$ cat config.mk
export PLATFORM = sky130hd
export DESIGN_NAME = csa_accum_resolve
export DESIGN_NICKNAME = d
export VERILOG_FILES = /design/src/rtl/csa_accum_resolve.sv
export SDC_FILE = /design/constraint.sdc
export NUM_CORES = 1
export LEC_CHECK = 0
export ABC_AREA = 1
export CELL_PAD_IN_SITES_DETAIL_PLACEMENT = 0
export CELL_PAD_IN_SITES_GLOBAL_PLACEMENT = 1
export CORE_MARGIN = 3
export CORE_UTILIZATION = 40
export DETAILED_ROUTE_END_ITERATION = 6
export GPL_TIMING_DRIVEN = 0
export PLACE_DENSITY_LB_ADDON = 0.1
export SLEW_MARGIN = 5
export SYNTH_ARGS = -nofsm -noshare
export SYNTH_HDL_FRONTEND = slang
export SYNTH_SLANG_ARGS = --single-unit
$ cat constraint.sdc
create_clock -name clk -period 2.52 [get_ports clk]
set_input_delay 0.504 -clock clk [delete_from_list [all_inputs] [get_ports clk]]
set_output_delay 0.504 -clock clk [all_outputs]
set_load 0.02 [all_outputs]
$ cat src/rtl/csa_accum_resolve.sv
// Carry-save packet accumulator with chunked ripple resolve; result WIDTH/CHUNK edges after last accept, in_ready low outside ACC.
// Output held until out_ready. Define CSA_RES_SATURATE_EN to clamp out_sum to all ones on overflow.
module csa_accum_resolve #(
    parameter int WIDTH = 8,
    parameter int CHUNK = 4
) (
    input  logic             clk,
    input  logic             rst,
    input  logic             in_valid,
    output logic             in_ready,
    input  logic [WIDTH-1:0] in_data,
    input  logic             in_last,
    output logic             out_valid,
    input  logic             out_ready,
    output logic [WIDTH-1:0] out_sum,
    output logic             out_ovf
);

    localparam int NCHUNK = WIDTH / CHUNK;
    localparam int KW     = (NCHUNK > 1) ? $clog2(NCHUNK) : 1;
    localparam logic [KW-1:0] K_LAST = KW'(NCHUNK - 1);

    typedef enum logic [1:0] {ACC, RESOLVE, OUT} state_t;

    state_t           state, state_n;
    logic [WIDTH-1:0] s, s_n;
    logic [WIDTH-1:0] c, c_n;
    logic [WIDTH-1:0] cfull;
    logic             ovf, ovf_n;
    logic             rc, rc_n;
    logic [KW-1:0]    k, k_n;
    logic [CHUNK:0]   csum;
    logic [WIDTH-1:0] out_sum_n;
    logic             out_ovf_n;
    logic             in_ready_n;
    logic             out_valid_n;
    int               base;

    always_ff @(posedge clk) begin
        if (rst) begin
            state     <= ACC;
            s         <= '0;
            c         <= '0;
            ovf       <= 1'b0;
            rc        <= 1'b0;
            k         <= '0;
            in_ready  <= 1'b1;
            out_valid <= 1'b0;
            out_sum   <= '0;
            out_ovf   <= 1'b0;
        end else begin
            state     <= state_n;
            s         <= s_n;
            c         <= c_n;
            ovf       <= ovf_n;
            rc        <= rc_n;
            k         <= k_n;
            in_ready  <= in_ready_n;
            out_valid <= out_valid_n;
            out_sum   <= out_sum_n;
            out_ovf   <= out_ovf_n;
        end
    end

    always_comb begin
        state_n   = state;
        s_n       = s;
        c_n       = c;
        ovf_n     = ovf;
        rc_n      = rc;
        k_n       = k;
        out_sum_n = out_sum;
        out_ovf_n = out_ovf;

        cfull = (s & c) | (s & in_data) | (c & in_data);
        base  = int'(k) * CHUNK;
        csum  = {1'b0, s[base +: CHUNK]} + {1'b0, c[base +: CHUNK]} + {{CHUNK{1'b0}}, rc};

        case (state)
            ACC: begin
                if (in_valid && in_ready) begin
                    s_n = s ^ c ^ in_data;
                    c_n = {cfull[WIDTH-2:0], 1'b0};
                    // The carry shifted out of the top bit is a wrap of the true sum.
                    ovf_n = ovf | cfull[WIDTH-1];
                    if (in_last) begin
                        state_n = RESOLVE;
                        k_n     = '0;
                        rc_n    = 1'b0;
                    end
                end
            end
            RESOLVE: begin
                s_n[base +: CHUNK] = csum[CHUNK-1:0];
                rc_n = csum[CHUNK];
                k_n  = k + 1'b1;
                if (k == K_LAST) begin
                    ovf_n     = ovf | csum[CHUNK];
                    state_n   = OUT;
                    out_ovf_n = ovf_n;
`ifdef CSA_RES_SATURATE_EN
                    out_sum_n = ovf_n ? '1 : s_n;
`else
                    out_sum_n = s_n;
`endif
                end
            end
            OUT: begin
                if (out_ready) begin
                    s_n     = '0;
                    c_n     = '0;
                    ovf_n   = 1'b0;
                    state_n = ACC;
                end
            end
            default: state_n = ACC;
        endcase

        in_ready_n  = (state_n == ACC);
        out_valid_n = (state_n == OUT);
    end

endmodule

==> results of run 1 <==
[state kept, by name, summed over array words and instances, names as in the netlist]
register and flops:
c 7, in_ready 1, k 1, out_ovf 1, out_sum 8, out_valid 1, ovf 1, rc 1
s 8, state 2
[report_power, final]
part           switching, mW  internal [mW]  leakage [nW]
Clock                  0.180          0.184        0.0371
Sequential            0.0293          0.531         0.253
Combinational          0.222          0.145         0.742
[cell type report]
type	instances	share of cell area [%]
inverter	44	7.225
buffer	11	3.558
tap	52	2.846
clock buffer	6	3.175
sequential	31	27.15
multi-input combinational	178	45.98
timing repair buffer	23	10.07
[layout by cell type (no fill, tap or decap), types with 3 or more instances in the layout]
cell type and count:
inv_1 39, o21ai_0 23, fa_1 9, nor2_1 30, buf_4 3, nand2_1 45
buf_6 3, inv_2 5, clkbuf_1 3, nand3_1 14, a21oi_1 25, ha_1 8
clkdlybuf4s50_1 23, dfxtp_1 31, o211ai_1 3, clkbuf_8 5, o21ai_1 4, nand2_2 4
[worst min-delay path by stage]
stage,end,slack [ns],cells past startpoint
after floorplan,s[4],0.44,2
after global placement,s[4],0.45,2
after detailed placement,s[4],0.45,2
after CTS,s[4],0.46,2
after global routing,out_sum[1],0.49,2
final,s[4],0.46,2
[per-stage QoR]
step           hold WS (ns)  instance area (µm²)  power, mW  instances  setup slack [ns]
6_report             0.4612                 2286      1.291        345            0.1963
5_1_grt              0.4890                 2286      1.374        345           0.02416
4_1_cts              0.4610                 2286      1.302        345            0.1968
3_5_place_dp         0.4512                 2213     0.9368        339            0.2087
3_3_place_gp         0.4484                 2213     0.9388        339            0.2042
2_1_floorplan        0.4392                 1918     0.8301        264            0.4116
[logic make-up after synthesis]
kind of cell	after synthesis	synth area share, %
simple gates	102	23.35
flops	31	32.36
xor+xnor	1	0.4567
fa+ha+maj	17	14.61
buf+inv	55	12.85
compound gates	58	16.37
[worst min-delay path, cell delays in order, from the launching register on]
cell and delay, ns:
dfxtp_1 0.31, nand2_1 0.06, a21oi_1 0.05
[routing by layer]
layer  vias up  share of wire [%]  GRT usage, %
met4         0                2.1         7.379
met3         7                5.1         4.539
li1        890                  -             -
met5         -                  0             0
met2        36                 43         26.60
met1       739                 50         25.51
==> summary.txt, run 1 <==
Route
  – # DRC: 0
  – Wire per inst: 13.17 µm
  – Routed vias/inst: 4.846
  – Initial drt markers: 103
  – Via count: 1672
  – Final ANT Viol Nets: 0
  – DRT Pass-1 Iters: 4
  – Routed WL: 4542 µm

STA
  – Maximum clock frequency: 430.4 MHz
  – Least-Margin Pin Slew: 0.5353 ns
  – RSZ-0062 raised after global routing: no
  – Relative slew slack: 64.31%
  – Final Hold Fails: 0
  – Minimum clock period after layout: 2.324 ns
  – Setup TNS: 0 ns
  – Fin crit share: 92.21%
  – Slew Viols, Final: 0
  – Clock skew: 0.003096 ns
  – Setup violators final: 0

Synth
  – Ys flop type: dfxtp_1
  – Cells after synthesis: 264
  – Post-synth top area cell: dfxtp_1
  – Post-synthesis sequential area ratio: 32.35%
  – Top-count cell post-synth: nand2_1
  – Syn nets: 294
  – Asr flop ratio synth: 0%
  – Commonest cells post-synth: 45 x nand2_1, 39 x inv_1, 31 x dfxtp_1
  – FF+latch count, synth: 31
  – Yosys Warn Count: 0
  – Ranking of synthesized cells by area: dfxtp_1 32%, fa_1 9.4%, nand2_1 8.8%, inv_1 7.6%, a21oi_1 6.5%
  – Cell Area, Synth: 1918 µm²
  – Post-Synthesis Mean Instance Area: 7.265 µm²
  – EDFF count, synth: 0
  – Yosys top cell area share: 32.35%
  – Yosys cell types: 27

Placed design
  – Input/output buffers: 23
  – Placer Congestion: 0.8659
  – Detailed Place HPWL: 3520 µm

Clocking
  – H-tree levels: 2
  – CTS Buf Count: 5
  – Post-CTS Hold Buffers: 0
  – Longest Clk Path Bufs: 2
  – Clock-pin slew of the registers on the worst-case setup and hold paths: 0.06 ns
  – # clock sinks: 31
  – Post-CTS Resized: 0
  – Later-pin clock latency in the skew report: 0.29 ns
  – CTS tree: done
  – CTS Root Buffer Type: clkbuf_8
  – # Post-CTS Setup Buffers: 0

Setup path
  – FF-to-FF Start: k
  – Critical-path cell list: inv_2 -> buf_2 -> nand2_1 -> o21ai_0 -> fa_1 -> inv_1 -> fa_1 -> nor3_1 -> o21ai_0 -> a21oi_1
  – Worst path depth: 10
  – CP max stage delay: 0.48 ns
  – Worst setup SP type: register
  – Register-to-Register Path Depth: 10
  – Crit path max fanout: 10
  – CP top delay family: adder cells
  – Worst R2R End: s[5]
  – CP Capture Point: s[5]
  – CP Class: register to register
  – R2r setup slk: 0.20 ns
  – CP endpoint kind: register
  – CP arrival: 2.54 ns
  – Worst EP required: 2.74 ns
  – Buffer and inverter count on the worst path: 3
  – Crit-path slowest cell: fa_1
  – Setup crit start: k

Finish
  – Layout net count: 324
  – Reg area: 620.6 µm²
  – # diodes: 0
  – Filler cells: 469
  – Layout Utilization: 50.75%
  – Area of the multi-input gates: 1051 µm²
  – Share of cells above drive strength 1: 9.898%
  – Area grow syn2layout: 19.18%

Floorplanning
  – Die Ht: 75.25 µm
  – Core Area: 4504 µm²
  – IO Pins: 24
  – Initial Util: 42.58%
  – Die area: 5662 µm²
  – # rows: 24
  – Die Width: 75.25 µm

Min path
  – Critical hold path startpoint: s[4]
  – Hold Crit Class: register to register

Pwr
  – P_leak: 1.033 nW
  – Worst IR Drop VDD: 0.3085 mV
  – Pwr/cell area: 564.6 nW/µm²

Global route
  – Overall routing resource usage: 18.17%
  – Grt ovf: 0
  – First-pass GRT wire length: 7541 µm
  – Largest net degree at the start of global routing: 11
  – Vias in the first global route: 1559
  – Initial antenna violation count: 0

Run status
  – Status: finished clean

Run
  – MaxCap Viol Count: 0
Note: power is estimated with default switching activity, not from simulation.
==> inputs of run 2 (changes only) <==
--- a/config.mk
+++ b/config.mk
@@ -8,11 +8,12 @@
 export ABC_AREA = 1
 export CELL_PAD_IN_SITES_DETAIL_PLACEMENT = 0
 export CELL_PAD_IN_SITES_GLOBAL_PLACEMENT = 1
-export CORE_MARGIN = 3
+export CORE_MARGIN = 2
 export CORE_UTILIZATION = 40
 export DETAILED_ROUTE_END_ITERATION = 6
 export GPL_TIMING_DRIVEN = 0
 export PLACE_DENSITY_LB_ADDON = 0.1
+export REMOVE_ABC_BUFFERS = 1
 export SLEW_MARGIN = 5
 export SYNTH_ARGS = -nofsm -noshare
 export SYNTH_HDL_FRONTEND = slang
==> summary.txt, run 2 (synthesis gave the netlist of run 1 again) <==
Run status
  – Status: finished clean

Setup path
  – Worst EP required: 2.73 ns
  – R2r setup slk: 0.24 ns
  – CP Class: register to register
  – Worst setup SP type: register
  – Crit path max fanout: 13
  – Crit-path slowest cell: fa_1
  – CP endpoint kind: register
  – CP max stage delay: 0.48 ns
  – Setup crit start: k
  – Critical-path cell list: inv_2 -> o21ai_0 -> fa_1 -> inv_1 -> fa_1 -> nor3_1 -> o21ai_0 -> a21oi_1
  – CP arrival: 2.49 ns
  – FF-to-FF Start: k

STA
  – Fin crit share: 90.57%
  – Hold Slack: 0.4634 ns
  – Final Hold Fails: 0
  – Minimum clock period after layout: 2.282 ns
  – Least-Margin Pin Slew: 0.7042 ns
  – Setup violators final: 0
  – Slew Viols, Final: 0
  – Maximum clock frequency: 438.2 MHz
  – Clock skew: 0.002657 ns
  – Relative slew slack: 52.91%
  – RSZ-0062 raised after global routing: no

Finish
  – Most common cell after layout, fill and taps aside: nand2_1
  – Final Cell Area: 2246 µm²
  – Filler cells: 512
  – Area grow syn2layout: 17.09%
  – Layout net count: 314
  – # diodes: 0
  – Share of cells above drive strength 1: 8.421%
  – Reg area: 624.3 µm²
  – Fin cells: 339
  – Commonest non-fill, non-tap cells in the layout: 45 x nand2_1, 39 x inv_1, 30 x nor2_1, 30 x dfxtp_1, 25 x a21oi_1
  – Area of the multi-input gates: 1051 µm²
  – Largest registers: out_sum (8), s (8), c (7)

Placed design
  – Placer Congestion: 0.8432
  – Post-place instance area: 2135 µm²
  – Inst Count DP: 330
  – Detailed Place HPWL: 3260 µm
  – Input/output buffers: 23

Floorplanning
  – # rows: 25
  – Die area: 5365 µm²
  – Die Ht: 73.25 µm
  – Die Width: 73.25 µm
  – Core Area: 4661 µm²
  – Initial Util: 41.15%
  – IO Pins: 24

Clocking
  – CTS Root Buffer Type: clkbuf_8
  – Longest Clk Path Bufs: 2
  – CTS Buf Count: 5
  – CTS tree: done
  – Clock-pin slew of the registers on the worst-case setup and hold paths: 0.07 ns
  – Later-pin clock latency in the skew report: 0.28 ns
  – H-tree levels: 2
  – # clock sinks: 31

Route
  – Via count: 1625
  – # DRC: 0
  – Wire per inst: 13.28 µm
  – Initial drt markers: 57
  – Routed WL: 4502 µm
  – Final ANT Viol Nets: 0
  – DRT Pass-1 Iters: 4
  – Routed vias/inst: 4.794

Global route
  – Overall routing resource usage: 18.65%
  – Grt ovf: 0
  – Vias in the first global route: 1537
  – Initial antenna violation count: 0
  – First-pass GRT wire length: 7507 µm
  – Largest net degree at the start of global routing: 24

Min path
  – Critical hold path startpoint: s[5]
  – Hold Crit Class: register to register

Pwr
  – Worst IR Drop VDD: 0.2515 mV
  – Pwr/cell area: 598.8 nW/µm²
  – P_leak: 1.004 nW

Run
  – MaxCap Viol Count: 0
[run 2: what timing repair did]
item                                    in CTS  in global routing
gates resized for setup                      2                  0
endpoints found under the setup margin       9                  3
cloned                                       0                  0
buffers inserted                             0                  1
hold buffers                                 0                  0
[run 2: worst paths after layout]
kind	endpoint	depth (start not counted)
worst max-delay path	s[5]	8
worst min-delay path	s[5]	2
worst max register to register	s[5]	8
worst min register to register	s[5]	2
[run 2: area by class of cell]
class | instances | area share, %
clock buffers | 8 | 4.457
inverters | 44 | 7.354
flip-flops and latches | 31 | 27.80
multi-input cells | 178 | 46.80
well taps | 54 | 3.008
repair buffers | 24 | 10.58
[run 2: layer usage]
metal  track usage (%)  vias up  share of wire, %
li1                  -      871                 -
met1             26.67      719                50
met2             27.73       29                46
met3             4.144        6               3.3
met4             6.173        0               1.4
met5                 0        -                 0
[run 2: critical path: cells and delay by family (launching register included)]
| family | cells | cell delay, ns |
|---|---|---|
| fa+ha+maj | 2 | 0.91 |
| compound gates | 3 | 0.40 |
| flops | 1 | 0.39 |
| buf+inv | 2 | 0.28 |
| simple gates | 1 | 0.21 |
[run 2: power breakdown]
part           internal [mW]  total [mW]  switching (mW)  leakage [nW]
Sequential             0.530       0.560          0.0305         0.254
Combinational          0.132       0.345           0.213         0.699
Clock                  0.249       0.439           0.190        0.0515
[run 2: through the flow]
| stage | util [%] | power [mW] | worst slack (ns) | setup TNS, ns |
|---|---|---|---|---|
| finish | 48.19 | 1.345 | 0.2377 | 0 |
| global route | 48.19 | 1.441 | 0.05997 | 0 |
| CTS | 48.03 | 1.358 | 0.1344 | 0 |
| detailed placement | 45.80 | 0.9165 | -0.3187 | -1.655 |
| global placement | 45.80 | 0.9190 | -0.3534 | -2.035 |
| floorplan | - | 0.8125 | 0.1524 | 0 |
